### src/rtl/bcd_counter4.sv
// Four-digit BCD up/down counter with a step prescaler, parallel load and a wrap pulse.
// Digit arithmetic is a ripple chain of identical per-digit slices.

module bcd_counter4_digit (
    input  logic       up,
    input  logic       cin,
    input  logic [3:0] cur,
    output logic [3:0] nxt,
    output logic       cout
);
    logic at_edge;

    always_comb begin
        at_edge = up ? (cur == 4'd9) : (cur == 4'd0);
        cout    = cin & at_edge;
        nxt     = cur;
        if (cin) begin
            if (up) nxt = at_edge ? 4'd0 : cur + 4'd1;
            else    nxt = at_edge ? 4'd9 : cur - 4'd1;
        end
    end
endmodule

module bcd_counter4 #(
    parameter int TICK_DIV = 4
) (
    input  logic       clk,
    input  logic       clr,
    input  logic       en,
    input  logic       up,
    input  logic       load,
    input  logic [3:0] d3,
    input  logic [3:0] d2,
    input  logic [3:0] d1,
    input  logic [3:0] d0,
    output logic [3:0] s3,
    output logic [3:0] s2,
    output logic [3:0] s1,
    output logic [3:0] s0,
    output logic       step,
    output logic       wrap
);
    localparam int NUM_DIG = 4;
    localparam int PW      = (TICK_DIV > 1) ? $clog2(TICK_DIV) : 1;
    localparam logic [PW-1:0] PC_LAST = PW'(TICK_DIV - 1);

    logic [PW-1:0]               pc;
    logic [NUM_DIG-1:0][3:0]     dig;
    logic [NUM_DIG-1:0][3:0]     dig_nxt;
    logic [NUM_DIG-1:0][3:0]     dig_ld;
    logic [NUM_DIG:0]            carry;
    logic [NUM_DIG-1:0][3:0]     d_in;

    assign d_in     = {d3, d2, d1, d0};
    assign carry[0] = 1'b1;

    genvar i;
    generate
        for (i = 0; i < NUM_DIG; i++) begin : g_dig
            bcd_counter4_digit u_dig (
                .up   (up),
                .cin  (carry[i]),
                .cur  (dig[i]),
                .nxt  (dig_nxt[i]),
                .cout (carry[i+1])
            );
            // Out-of-range load digits collapse to 0 so the count stays BCD.
            assign dig_ld[i] = (d_in[i] > 4'd9) ? 4'd0 : d_in[i];
        end
    endgenerate

    always_ff @(posedge clk) begin
        if (clr) begin
            dig  <= '0;
            pc   <= '0;
            step <= 1'b0;
            wrap <= 1'b0;
        end else begin
            step <= 1'b0;
            wrap <= 1'b0;
            if (load) begin
                dig <= dig_ld;
                pc  <= '0;
            end else if (en) begin
                if (pc == PC_LAST) begin
                    pc   <= '0;
                    dig  <= dig_nxt;
                    step <= 1'b1;
                    wrap <= carry[NUM_DIG];
                end else begin
                    pc <= pc + 1'b1;
                end
            end
        end
    end

    assign s3 = dig[3];
    assign s2 = dig[2];
    assign s1 = dig[1];
    assign s0 = dig[0];
endmodule

### config.mk
export PLATFORM = sky130hd
export DESIGN_NAME = bcd_counter4
export DESIGN_NICKNAME = d
export VERILOG_FILES = /design/src/rtl/bcd_counter4.sv
export SDC_FILE = /design/constraint.sdc
export NUM_CORES = 1
export LEC_CHECK = 0
export BUFFER_PORTS_ARGS = -buffer_cell sky130_fd_sc_hd__buf_2
export CAP_MARGIN = 20
export CORE_MARGIN = 2
export CORE_UTILIZATION = 55
export DETAILED_ROUTE_END_ITERATION = 6
export GPL_ROUTABILITY_DRIVEN = 0
export PLACE_DENSITY = 0.88
export SLEW_MARGIN = 20
export SYNTH_ARGS = -nofsm -noshare
export SYNTH_HDL_FRONTEND = slang
export SYNTH_SLANG_ARGS = --single-unit
### constraint.sdc
create_clock -name clk -period 2 [get_ports clk]
set_input_delay 0.3 -clock clk [delete_from_list [all_inputs] [get_ports clk]]
set_output_delay 0.3 -clock clk [all_outputs]
set_load 0.005 [all_outputs]
==> reports/results.txt, run 1 <==
Status -> finished, final reports clean
Avg Cell Area, Syn -> 8.043 sq um
VDD IR-drop max -> 0.0002473 V
Reg-to-reg endpoint -> s3[1]$_SDFFE_PP0P_
Syn Std Cell Area -> 1785 sq um
Nets -> 292
Row count -> 20
Core Box Area -> 3078 sq um
Flip-flop and latch count after synthesis -> 20
Final instance area -> 2073 sq um
FF-to-FF Start -> s2[0]$_SDFFE_PP0P_
Power Density -> 472.5 nW/um^2
Worst-Margin Slew -> 0.3713 ns
Post-synthesis mux area share -> 2.313%
Synth Area in Adders -> 9.110%
Hold Vio Cnt, Final -> 0
DRT Wirelength -> 4.328 mm
Tot GR Track Use -> 25.25%
Placed Instances -> 296
DRC violations left -> 0
Number of top-level pins -> 39
Post-synth top area cell -> dfxtp_1
IO buf count -> 38
First-pass GRT wire length -> 7.182 mm
CP Capture Type -> flip-flop
Worst slack, placed -> 0.04976 ns
Die H -> 60.98 microns
CP required -> 2.20 ns
Worst hold start -> d2[2]
R2R setup slack -> 0.07 ns
Avg Vias per Cell -> 6.040
Worst Hold Depth -> 3
Most frequent cell after synthesis -> dfxtp_1
Post-place instance area -> 2007 sq um
Htree depth -> 1
Reg2Reg Depth -> 7
Die X -> 60.98 microns
Worst setup SP type -> flip-flop
Worst-Skew Late Latency -> 0.31 ns
Worst hold path type -> input pin to flip-flop
P_leak -> 0.8292 nW
Ant diodes -> 0
Setup CP Type -> flip-flop to flip-flop
Skew final -> 0.002995 ns
Unrepaired setup endpoints after global routing -> true
Max Cap Viol -> 0
Synth Area in XOR/XNOR -> 2.943%
Unique cell type count in the Yosys netlist -> 61
Worst-path maximum fanout -> 7
Congestion Overflow GR -> 0
Wirelength per Cell -> 14.38 microns
Syn_nets -> 256
Part of the cycle the worst path needs -> 96.44%
Warning count from the yosys run -> 0
Cts bufs inserted -> 3
Non-Filler Instances -> 301
Clock sinks -> 20
Final setup margin -> 0.07127 ns
Ys async rst share -> 0%
Clock buffer depth -> 2
Share of the yosys chip area belonging to registers -> 22.42%
DRT antenna net count -> 0
Largest net degree at the start of global routing -> 20
Post-Syn Instances -> 222
Final setup fails -> 0
Final HPWL DP -> 3.175 mm
Area share of the largest cell type after synthesis -> 22.42%
First DRT Iteration DRCs -> 90
Max Clk Rate -> 518.5 MHz
WP data arrival -> 2.13 ns
Area Overhead vs Synth -> 16.12%
Initial antenna violation count -> 0
Starting Density -> 58.01%
Top cells by area in the synthesized netlist -> dfxtp_1 22%, ha_1 9.1%, nand2_1 3.6%
Vias -> 1818
Min cycle time layout -> 1.929 ns
Worst slew margin -> 74.61%
WHS Endpoint -> s2[2]$_SDFFE_PP0P_
Number of enable flip-flop cells after synthesis -> 0
Largest family of logic cells by synthesized area -> compound AO/OA/AOI/OAI gates
Reg clk slew, reported paths -> 0.12 ns
DRT Pass-1 Iters -> 4
Final Core Density -> 67.36%
Die area -> 3718 sq um
Most frequent cells after synthesis -> 20 x dfxtp_1, 17 x nand2_1, 17 x nor2_1, 14 x inv_1, 13 x ha_1
CTS tree -> built
Hold slack -> 0.2193 ns
Vias in the first global route -> 1641
Simple-Gate Fraction of Synth Area -> 27.68%
Ys flop type -> dfxtp_1
Slew Limit Fails -> 0
Synth Area in Compound Gates -> 28.52%
CTS root buffer -> clkbuf_4
Layout cells sized above 1 -> 26.07%
[sequential cells by signal (all words and copies together), names as in the netlist]
signal / cells
pc: 2
s3: 4
s2: 4
s1: 4
step: 1
s0: 4
wrap: 1
[critical path, stage by stage, from the launching register on]
cell,delay [ns]
dfxtp_2,0.37
inv_1,0.10
ha_1,0.19
or3b_4,0.41
a21oi_4,0.17
a41oi_4,0.20
a311oi_2,0.28
a211oi_1,0.09
[where the power goes]
group          internal [W]  switching [W]  total [W]  leakage, nW
clock network      0.000111       0.000138   0.000249       0.0210
registers          0.000417      0.0000344   0.000452        0.165
logic              0.000129       0.000150   0.000279        0.643
total              0.000658       0.000322   0.000980        0.829
[layout make-up]
| type | count | area (sq um) |
|---|---|---|
| Fill cell | 263 | 1005 |
| Inverter | 15 | 56.30 |
| Tap cell | 44 | 55.05 |
| Timing Repair Buffer | 45 | 242.7 |
| Multi-Input combinational cell | 173 | 1276 |
| Clock buffer | 4 | 36.28 |
| Sequential cell | 20 | 406.6 |
[worst max-delay path by stage]
| stage | cells past startpoint | slack [ns] | end | from |
|---|---|---|---|---|
| final | 7 | 0.07 | s3[1]$_SDFFE_PP0P_ | s2[0]$_SDFFE_PP0P_ |
| after global routing | 7 | -0.08 | s3[1]$_SDFFE_PP0P_ | s1[0]$_SDFFE_PP0P_ |
| after detailed placement | 7 | 0.05 | s3[1]$_SDFFE_PP0P_ | s0[0]$_SDFFE_PP0P_ |
| after CTS | 7 | 0.03 | s3[1]$_SDFFE_PP0P_ | s0[0]$_SDFFE_PP0P_ |
| after global placement | 7 | 0.17 | s3[1]$_SDFFE_PP0P_ | s0[0]$_SDFFE_PP0P_ |
| after floorplan | 7 | 0.20 | s3[2]$_SDFFE_PP0P_ | s0[1]$_SDFFE_PP0P_ |
[metal layers]
metal,GRT usage [%],vias up,wire (microns)
met4,8.385,0,70
met1,34.54,849,1972
met3,3.412,8,190
li1,-,899,-
met5,0,-,0
met2,41.01,62,2095
[metrics by stage]
step                      total power (W)  setup TNS, ns
after global routing             0.001026       -0.07957
final                           0.0009795              0
after floorplan                 0.0006423              0
after global placement          0.0007175              0
after detailed placement        0.0007254              0
after CTS                       0.0009665              0
[kinds of logic after synthesis]
kind of cell,after synthesis
multiplexers,4
AND/OR/NAND/NOR,87
adder cells (fa/ha/maj),13
buffers and inverters,29
XOR/XNOR,6
AO/OA/AOI/OAI,63
flip-flops,20
[layout by cell type, fill, tap and decap left out, types with 2 or more instances in the layout]
cell type | synthesis | routed
a2111oi_0 | 3 | 3
dfxtp_1 | 20 | 17
a211oi_1 | 6 | 6
buf_2 | 7 | 38
nor2_1 | 17 | 17
xor2_1 | 3 | 3
a41oi_1 | 2 | 2
mux2i_1 | 3 | 3
xnor2_1 | 3 | 3
o311ai_0 | 3 | 3
nand4b_1 | 3 | 3
o22ai_1 | 2 | 2
clkbuf_4 | 0 | 3
o211ai_1 | 3 | 3
a221oi_1 | 2 | 2
nor4_1 | 3 | 3
and3_1 | 2 | 2
ha_1 | 13 | 13
o21bai_1 | 2 | 2
a311oi_2 | 1 | 2
and2_1 | 3 | 3
or4_1 | 3 | 3
o31a_1 | 2 | 2
dfxtp_2 | 0 | 2
buf_4 | 0 | 7
nand4_1 | 2 | 2
nand2_1 | 17 | 17
nand3_1 | 8 | 7
or3_1 | 2 | 2
a21oi_1 | 10 | 10
o22a_1 | 2 | 2
o21ai_0 | 8 | 8
nor2b_1 | 2 | 2
a31oi_1 | 3 | 3
nand2b_1 | 7 | 7
nor3_1 | 8 | 8
inv_1 | 14 | 13
[timing repair]
action,CTS,global route
buffers inserted,0,1
gates resized for setup,0,8
hold buffers,0,0
setup endpoints to repair,0,7
Power figures use the tool's default switching activity.
==> run 2, diff against run 1 <==
CORE_ASPECT_RATIO = 0.5   (was unset)
CORE_UTILIZATION = 50   (was 55)
PLACE_DENSITY = 0.81   (was 0.88)
==> run 2 against run 1 <==
  * Hold slack better by 0.063 ns
  * Critical path type unchanged
  * Via count is 1.4% higher
  * Setup slack better by 0.022 ns
  * Flip-flop and latch count stayed put
==> reports/results.txt, run 2 (synthesis results as in run 1) <==
Status -> finished, final reports clean
Final instance area -> 2091 sq um (+0.85%)
Layout cells sized above 1 -> 25.58% (-0.49 points)
Reg-to-reg endpoint -> s2[0]$_SDFFE_PP0P_
Die X -> 88.51 microns (+45%)
Reg2Reg Depth -> 7 (unchanged)
Die H -> 46.26 microns (-24%)
CP top delay family -> simple AND/OR/NAND/NOR gates
Wl on met1 -> 2.116 mm (+7.3%)
Worst slew margin -> 68.21% (-6.4 points)
Most common cell after layout, fill and taps aside -> buf_2
CTS root buffer -> clkbuf_8
Avg Vias per Cell -> 5.964 (-1.2%)
IO buf count -> 38 (unchanged)
Met3 WL -> 332 microns (+75%)
WP buf/inv -> 1 (unchanged)
Vias -> 1843 (+1.4%)
VDD IR-drop max -> 0.0002190 V (-11%)
Cts bufs inserted -> 3 (unchanged)
DRT antenna net count -> 0 (unchanged)
CP Capture Type -> flip-flop
Worst-path maximum fanout -> 8 (+1)
Starting Density -> 51.99% (-6.0 points)
Slew Limit Fails -> 0 (unchanged)
Core Box Area -> 3435 sq um (+12%)
Max Clk Rate -> 524.5 MHz (+1.2%)
Largest net degree at the start of global routing -> 21 (+5.0%)
Area Overhead vs Synth -> 17.10%
Wirelength per Cell -> 14.82 microns (+3.1%)
Min cycle time layout -> 1.906 ns (-0.02228 ns)
Skew final -> 0.005661 ns (+0.002667 ns)
P_leak -> 0.8362 nW (+0.85%)
Filler cells -> 305 (+16%)
R2R setup slack -> 0.09 ns (+0.02 ns)
Congestion Overflow GR -> 0 (unchanged)
Htree depth -> 1 (unchanged)
Part of the cycle the worst path needs -> 95.32% (-1.1 points)
Worst Hold Depth -> 3 (unchanged)
Most frequent cells in the layout -> 38 x buf_2, 18 x dfxtp_1, 17 x nor2_1, 17 x nand2_1, 13 x inv_1
FF-to-FF Start -> s1[0]$_SDFFE_PP0P_
Tot GR Track Use -> 22.86% (-2.4 points)
Ant diodes -> 0 (unchanged)
DRT Wirelength -> 4.579 mm (+5.8%)
First-pass GRT wire length -> 7.314 mm (+1.8%)
Final setup fails -> 0 (unchanged)
Multi-input gate area -> 1262 sq um (-1.1%)
Power Density -> 499.0 nW/um^2 (+5.6%)
First DRT Iteration DRCs -> 147 (+63%)
Crit path largest cell delay -> 0.48 ns (+0.07 ns)
Final HPWL DP -> 3.448 mm (+8.6%)
Unrepaired setup endpoints after global routing -> false
Vias in the first global route -> 1595 (-2.8%)
Worst hold start -> d2[2]
Worst setup SP type -> flip-flop
Row count -> 15 (-25%)
Top Layer Used -> met4
Number of top-level pins -> 39 (unchanged)
Worst hold path type -> input pin to flip-flop
Initial antenna violation count -> 0 (unchanged)
WP data arrival -> 2.09 ns (-0.04 ns)
Hold Vio Cnt, Final -> 0 (unchanged)
Crit-path cells -> inv_1 > ha_1 > nand2b_1 > o31ai_4 > nor2b_2 > or4_1 > o221ai_1
Nets -> 293 (+0.34%)
Clock buffer depth -> 2 (unchanged)
Die area -> 4094 sq um (+10%)
Clock sinks -> 20 (unchanged)
Final Core Density -> 60.87% (-6.5 points)
Worst-Margin Slew -> 0.4708 ns (+0.09955 ns)
CTS tree -> built
Post-place instance area -> 2023 sq um (+0.81%)
DRT Pass-1 Iters -> 4 (unchanged)
Register area -> 402.9 sq um (-0.92%)
Worst-Skew Late Latency -> 0.26 ns (-0.05 ns)
Slowest-stage cell, CP -> dfxtp_1
Number of buffers inserted by hold repair at cts -> 0 (unchanged)
WHS Endpoint -> s2[2]$_SDFFE_PP0P_
Setup CP Type -> flip-flop to flip-flop
DRC violations left -> 0 (unchanged)
Setup TNS -> 0 ns (unchanged)
Reg clk slew, reported paths -> 0.08 ns (-0.04 ns)
Max Cap Viol -> 0 (unchanged)
Met2 WL post-DR -> 2.105 mm (+0.48%)
CP required -> 2.18 ns (-0.02 ns)
## run 2: how the worst max path moves through the flow
| stage | slack, ns | cells after the start | endpoint | start |
|---|---|---|---|---|
| 5_1_grt | 0.004 | 7 | s3[3]$_SDFFE_PP0P_ | s2[1]$_SDFFE_PP0P_ |
| 6_report | 0.09 | 7 | s2[0]$_SDFFE_PP0P_ | s1[0]$_SDFFE_PP0P_ |
| 3_5_place_dp | 0.05 | 7 | s2[0]$_SDFFE_PP0P_ | s0[1]$_SDFFE_PP0P_ |
| 4_1_cts | 0.01 | 7 | s2[0]$_SDFFE_PP0P_ | s0[1]$_SDFFE_PP0P_ |
| 3_3_place_gp | 0.15 | 7 | s3[3]$_SDFFE_PP0P_ | s2[1]$_SDFFE_PP0P_ |
| 2_1_floorplan | 0.20 | 7 | s3[2]$_SDFFE_PP0P_ | s0[1]$_SDFFE_PP0P_ |
## run 2: worst reg2reg max path: stages (launching register included)
cell      delay [ns]
dfxtp_1         0.48
inv_1           0.10
ha_1            0.22
nand2b_1        0.20
o31ai_4         0.12
nor2b_2         0.22
or4_1           0.42
o221ai_1        0.08
## run 2: timing repair
item,CTS,global route
buffers inserted,0,1
endpoints found under the setup margin,0,5
gates resized for setup,0,4
## run 2: final cells by class
class                   count  share of cell area, %
multi-input cells         173                  60.38
flip-flops and latches     20                  19.27
repair buffers             46                  11.97
well taps                  51                  3.052
inverters                  15                  2.693
clock buffers               4                  2.633
## run 2: metal layers
layer	vias to the layer above	track usage, %
li1	897	-
met1	855	32.52
met2	87	37.74
met3	4	3.763
met4	0	3.030
met5	-	0
## run 2: report_power, final
| group | switching (W) | internal (W) |
|---|---|---|
| clock network | 0.000140 | 0.000175 |
| registers | 0.0000363 | 0.000417 |
| logic | 0.000148 | 0.000126 |
| total | 0.000324 | 0.000719 |
## run 2: metrics by stage
stage	power (W)	hold slack [ns]	cells	worst slack (ns)
after floorplan	0.0006423	0.4090	222	0.2029
after global placement	0.0007194	0.4785	304	0.1476
after detailed placement	0.0007302	0.5082	304	0.04926
after CTS	0.001037	0.2834	308	0.01350
after global routing	0.001094	0.3000	309	0.004113
final	0.001043	0.2820	309	0.09355
==> run 3, diff against run 2 <==
ABC_AREA = 1   (was unset)
==> run 3 against run 2 <==
  * Final cell count is 17% higher
  * Maximum frequency rose by 16%
  * Sequential share of layout area grew 0.12 points
  * Flip-flop and latch count did not move
  * Clock skew shrank 0.0018 ns
  * Final area is 1.3% lower
==> reports/results.txt, run 3 <==
Die area -> 4139 sq um (+1.1%)
Die H -> 46.51 microns (+0.54%)
CTS root buffer -> clkbuf_8
Worst Hold Depth -> 2 (-1)
Slew Limit Fails -> 0 (unchanged)
Htree depth -> 1 (unchanged)
Setup TNS -> 0 ns (unchanged)
CP required -> 2.21 ns (+0.03 ns)
Worst setup SP type -> flip-flop
Number of buffers inserted by hold repair at cts -> 0 (unchanged)
Ant diodes -> 0 (unchanged)
P_leak -> 1.077 nW (+29%)
Number of top-level pins -> 39 (unchanged)
Core Box Area -> 3453 sq um (+0.55%)
Comb power frac -> 33.7% (+7.4 points)
Ys flop type -> dfxtp_1
Post-synth top area cell -> dfxtp_1
Stages on worst setup path -> 11 (+4)
Crit path largest cell delay -> 0.48 ns (about the same)
Status -> finished, final reports clean
Worst-path maximum fanout -> 8 (unchanged)
Reg power frac -> 39.7% (-3.8 points)
Largest net degree at the start of global routing -> 20 (-4.8%)
Wirelength per Cell -> 12.02 microns (-19%)
Final setup fails -> 0 (unchanged)
CP top delay family -> simple AND/OR/NAND/NOR gates
Nets -> 347 (+18%)
DRC violations left -> 0 (unchanged)
Worst hold path type -> input pin to flip-flop
Clock sinks -> 20 (unchanged)
Top cells by area in the synthesized netlist -> dfxtp_1 22%, nand2_1 13%, nand3_1 9.7%
Area share of the largest cell type after synthesis -> 22.16% (-0.26 points)
Net Sw Frac -> 35.62% (+4.5 points)
Number of enable flip-flop cells after synthesis -> 0 (unchanged)
Setup CP Type -> flip-flop to flip-flop
Placed Instances -> 359 (+18%)
Avg Cell Area, Syn -> 6.499 sq um (-19%)
DRT Wirelength -> 4.365 mm (-4.7%)
Syn Std Cell Area -> 1807 sq um (+1.2%)
DRT Pass-1 Iters -> 4 (unchanged)
CTS resizes -> 0 (unchanged)
Setup Fix Bufs, Post-CTS -> 0 (unchanged)
Crit-path cells -> inv_1 > ha_1 > nand3_1 > nand2_1 > nand2_1 > inv_1 > nand3_2 > nand2_2 > nand2_1 > nand2_1 > nor2_1
VDD IR-drop max -> 0.0002389 V (+9.1%)
Skew final -> 0.003870 ns (-0.001791 ns)
Pint -> 0.0007585 W (+5.5%)
Crit path top cell by count -> nand2_1
Part of the cycle the worst path needs -> 81.88% (-13 points)
Max Cap Viol -> 0 (unchanged)
CP Capture Type -> flip-flop
First-pass GRT wire length -> 6.831 mm (-6.6%)
Max Clk Rate -> 610.7 MHz (+16%)
Unrepaired setup endpoints after global routing -> false
Congestion Overflow GR -> 0 (unchanged)
Most common cell after layout, fill and taps aside -> nand2_1
Power Density -> 570.7 nW/um^2 (+14%)
Clock buffer depth -> 2 (unchanged)
CTS tree -> built
Post-Syn Instances -> 278 (+25%)
Warning count from the yosys run -> 0 (unchanged)
Syn_nets -> 312 (+22%)
WP data arrival -> 1.84 ns (-0.25 ns)
Reg2Reg Depth -> 11 (+4)
Ys async rst share -> 0% (unchanged)
Worst slew margin -> 75.02% (+6.8 points)
Most frequent cells after synthesis -> 62 x nand2_1, 35 x nand3_1, 23 x inv_1, 23 x nor2_1, 20 x dfxtp_1
Final HPWL DP -> 3.311 mm (-4.0%)
IO buf count -> 38 (unchanged)
Share of the yosys chip area belonging to registers -> 22.16% (-0.26 points)
Hold Vio Cnt, Final -> 0 (unchanged)
First DRT Iteration DRCs -> 118 (-20%)
Slowest-stage cell, CP -> dfxtp_1
Worst-Margin Slew -> 0.3743 ns (-0.09650 ns)
Vias -> 1930 (+4.7%)
Worst-Skew Late Latency -> 0.26 ns (about the same)
Initial antenna violation count -> 0 (unchanged)
Layout cells sized above 1 -> 23.72% (-1.9 points)
Starting Density -> 52.32% (+0.33 points)
Vias in the first global route -> 1564 (-1.9%)
Die X -> 89.01 microns (+0.56%)
Flip-flop and latch count after synthesis -> 20 (unchanged)
Clock network fraction of design power -> 26.6% (-3.7 points)
Row count -> 15 (unchanged)
Non-Filler Instances -> 363 (+17%)
WP buf/inv -> 2 (+1)
Unique cell type count in the Yosys netlist -> 34 (-44%)
Most frequent cells in the layout -> 62 x nand2_1, 38 x buf_2, 35 x nand3_1
Min cycle time layout -> 1.638 ns (-0.2689 ns)
Tot GR Track Use -> 21.64% (-1.2 points)
Sw power -> 0.0004196 W (+29%)
Area Overhead vs Synth -> 14.27%
Cts bufs inserted -> 3 (unchanged)
Most frequent cell after synthesis -> nand2_1
Reg clk slew, reported paths -> 0.08 ns (about the same)
DRT antenna net count -> 0 (unchanged)
Avg Vias per Cell -> 5.317 (-11%)
-- run 3: routing by layer --
layer / track usage [%] / part of all wire (%) / up-vias
met5: 0 / 0 / -
met3: 4.480 / 6.4 / 4
met1: 30.06 / 47 / 881
met2: 35.07 / 46 / 65
met4: 4.776 / 0.62 / 0
li1: - / - / 980
-- run 3: layout make-up --
type	count	area (sq um)
Clock buffer	4	55.05
Fill cell	333	1389
Inverter	34	130.1
Multi-Input combinational cell	215	1217
Sequential cell	20	400.4
Tap cell	51	63.81
Timing Repair Buffer	39	197.7
-- run 3: cells by family after synthesis --
logic type	synth area share, %
simple gates	40.17
compound gates	12.81
xor+xnor	4.847
buf+inv	10.46
flops	22.16
fa+ha+maj	9.003
mux	0.5540
-- run 3: power groups by stage --
stage	registers [W]	clock network, W	logic (W)
after floorplan	0.000469	0	0.000297
after global placement	0.000474	0	0.000378
after CTS	0.000467	0.000324	0.000395
after global routing	0.000473	0.000341	0.000445
final	0.000468	0.000313	0.000397
after detailed placement	0.000476	0	0.000391
-- run 3: per-stage QoR --
step | total power (W) | utilization (%) | hold WS, ns | area [sq um] | setup WS [ns]
floorplan | 0.0007661 | - | 0.3936 | 1807 | 0.5425
global placement | 0.0008523 | 58.19 | 0.4503 | 2009 | 0.4359
detailed placement | 0.0008667 | 58.19 | 0.4654 | 2009 | 0.3877
CTS | 0.001185 | 59.78 | 0.2664 | 2064 | 0.3653
global route | 0.001259 | 59.78 | 0.2817 | 2064 | 0.1485
finish | 0.001178 | 59.78 | 0.2757 | 2064 | 0.3624
-- run 3: worst paths after layout --
path	start	to	slack [ns]
max	s2[0]$_SDFFE_PP0P_	s3[1]$_SDFFE_PP0P_	0.36
min	en	pc[0]$_SDFFE_PP0P_	0.28
max reg2reg	s2[0]$_SDFFE_PP0P_	s3[1]$_SDFFE_PP0P_	0.36
min reg2reg	pc[0]$_SDFFE_PP0P_	pc[0]$_SDFFE_PP0P_	0.48
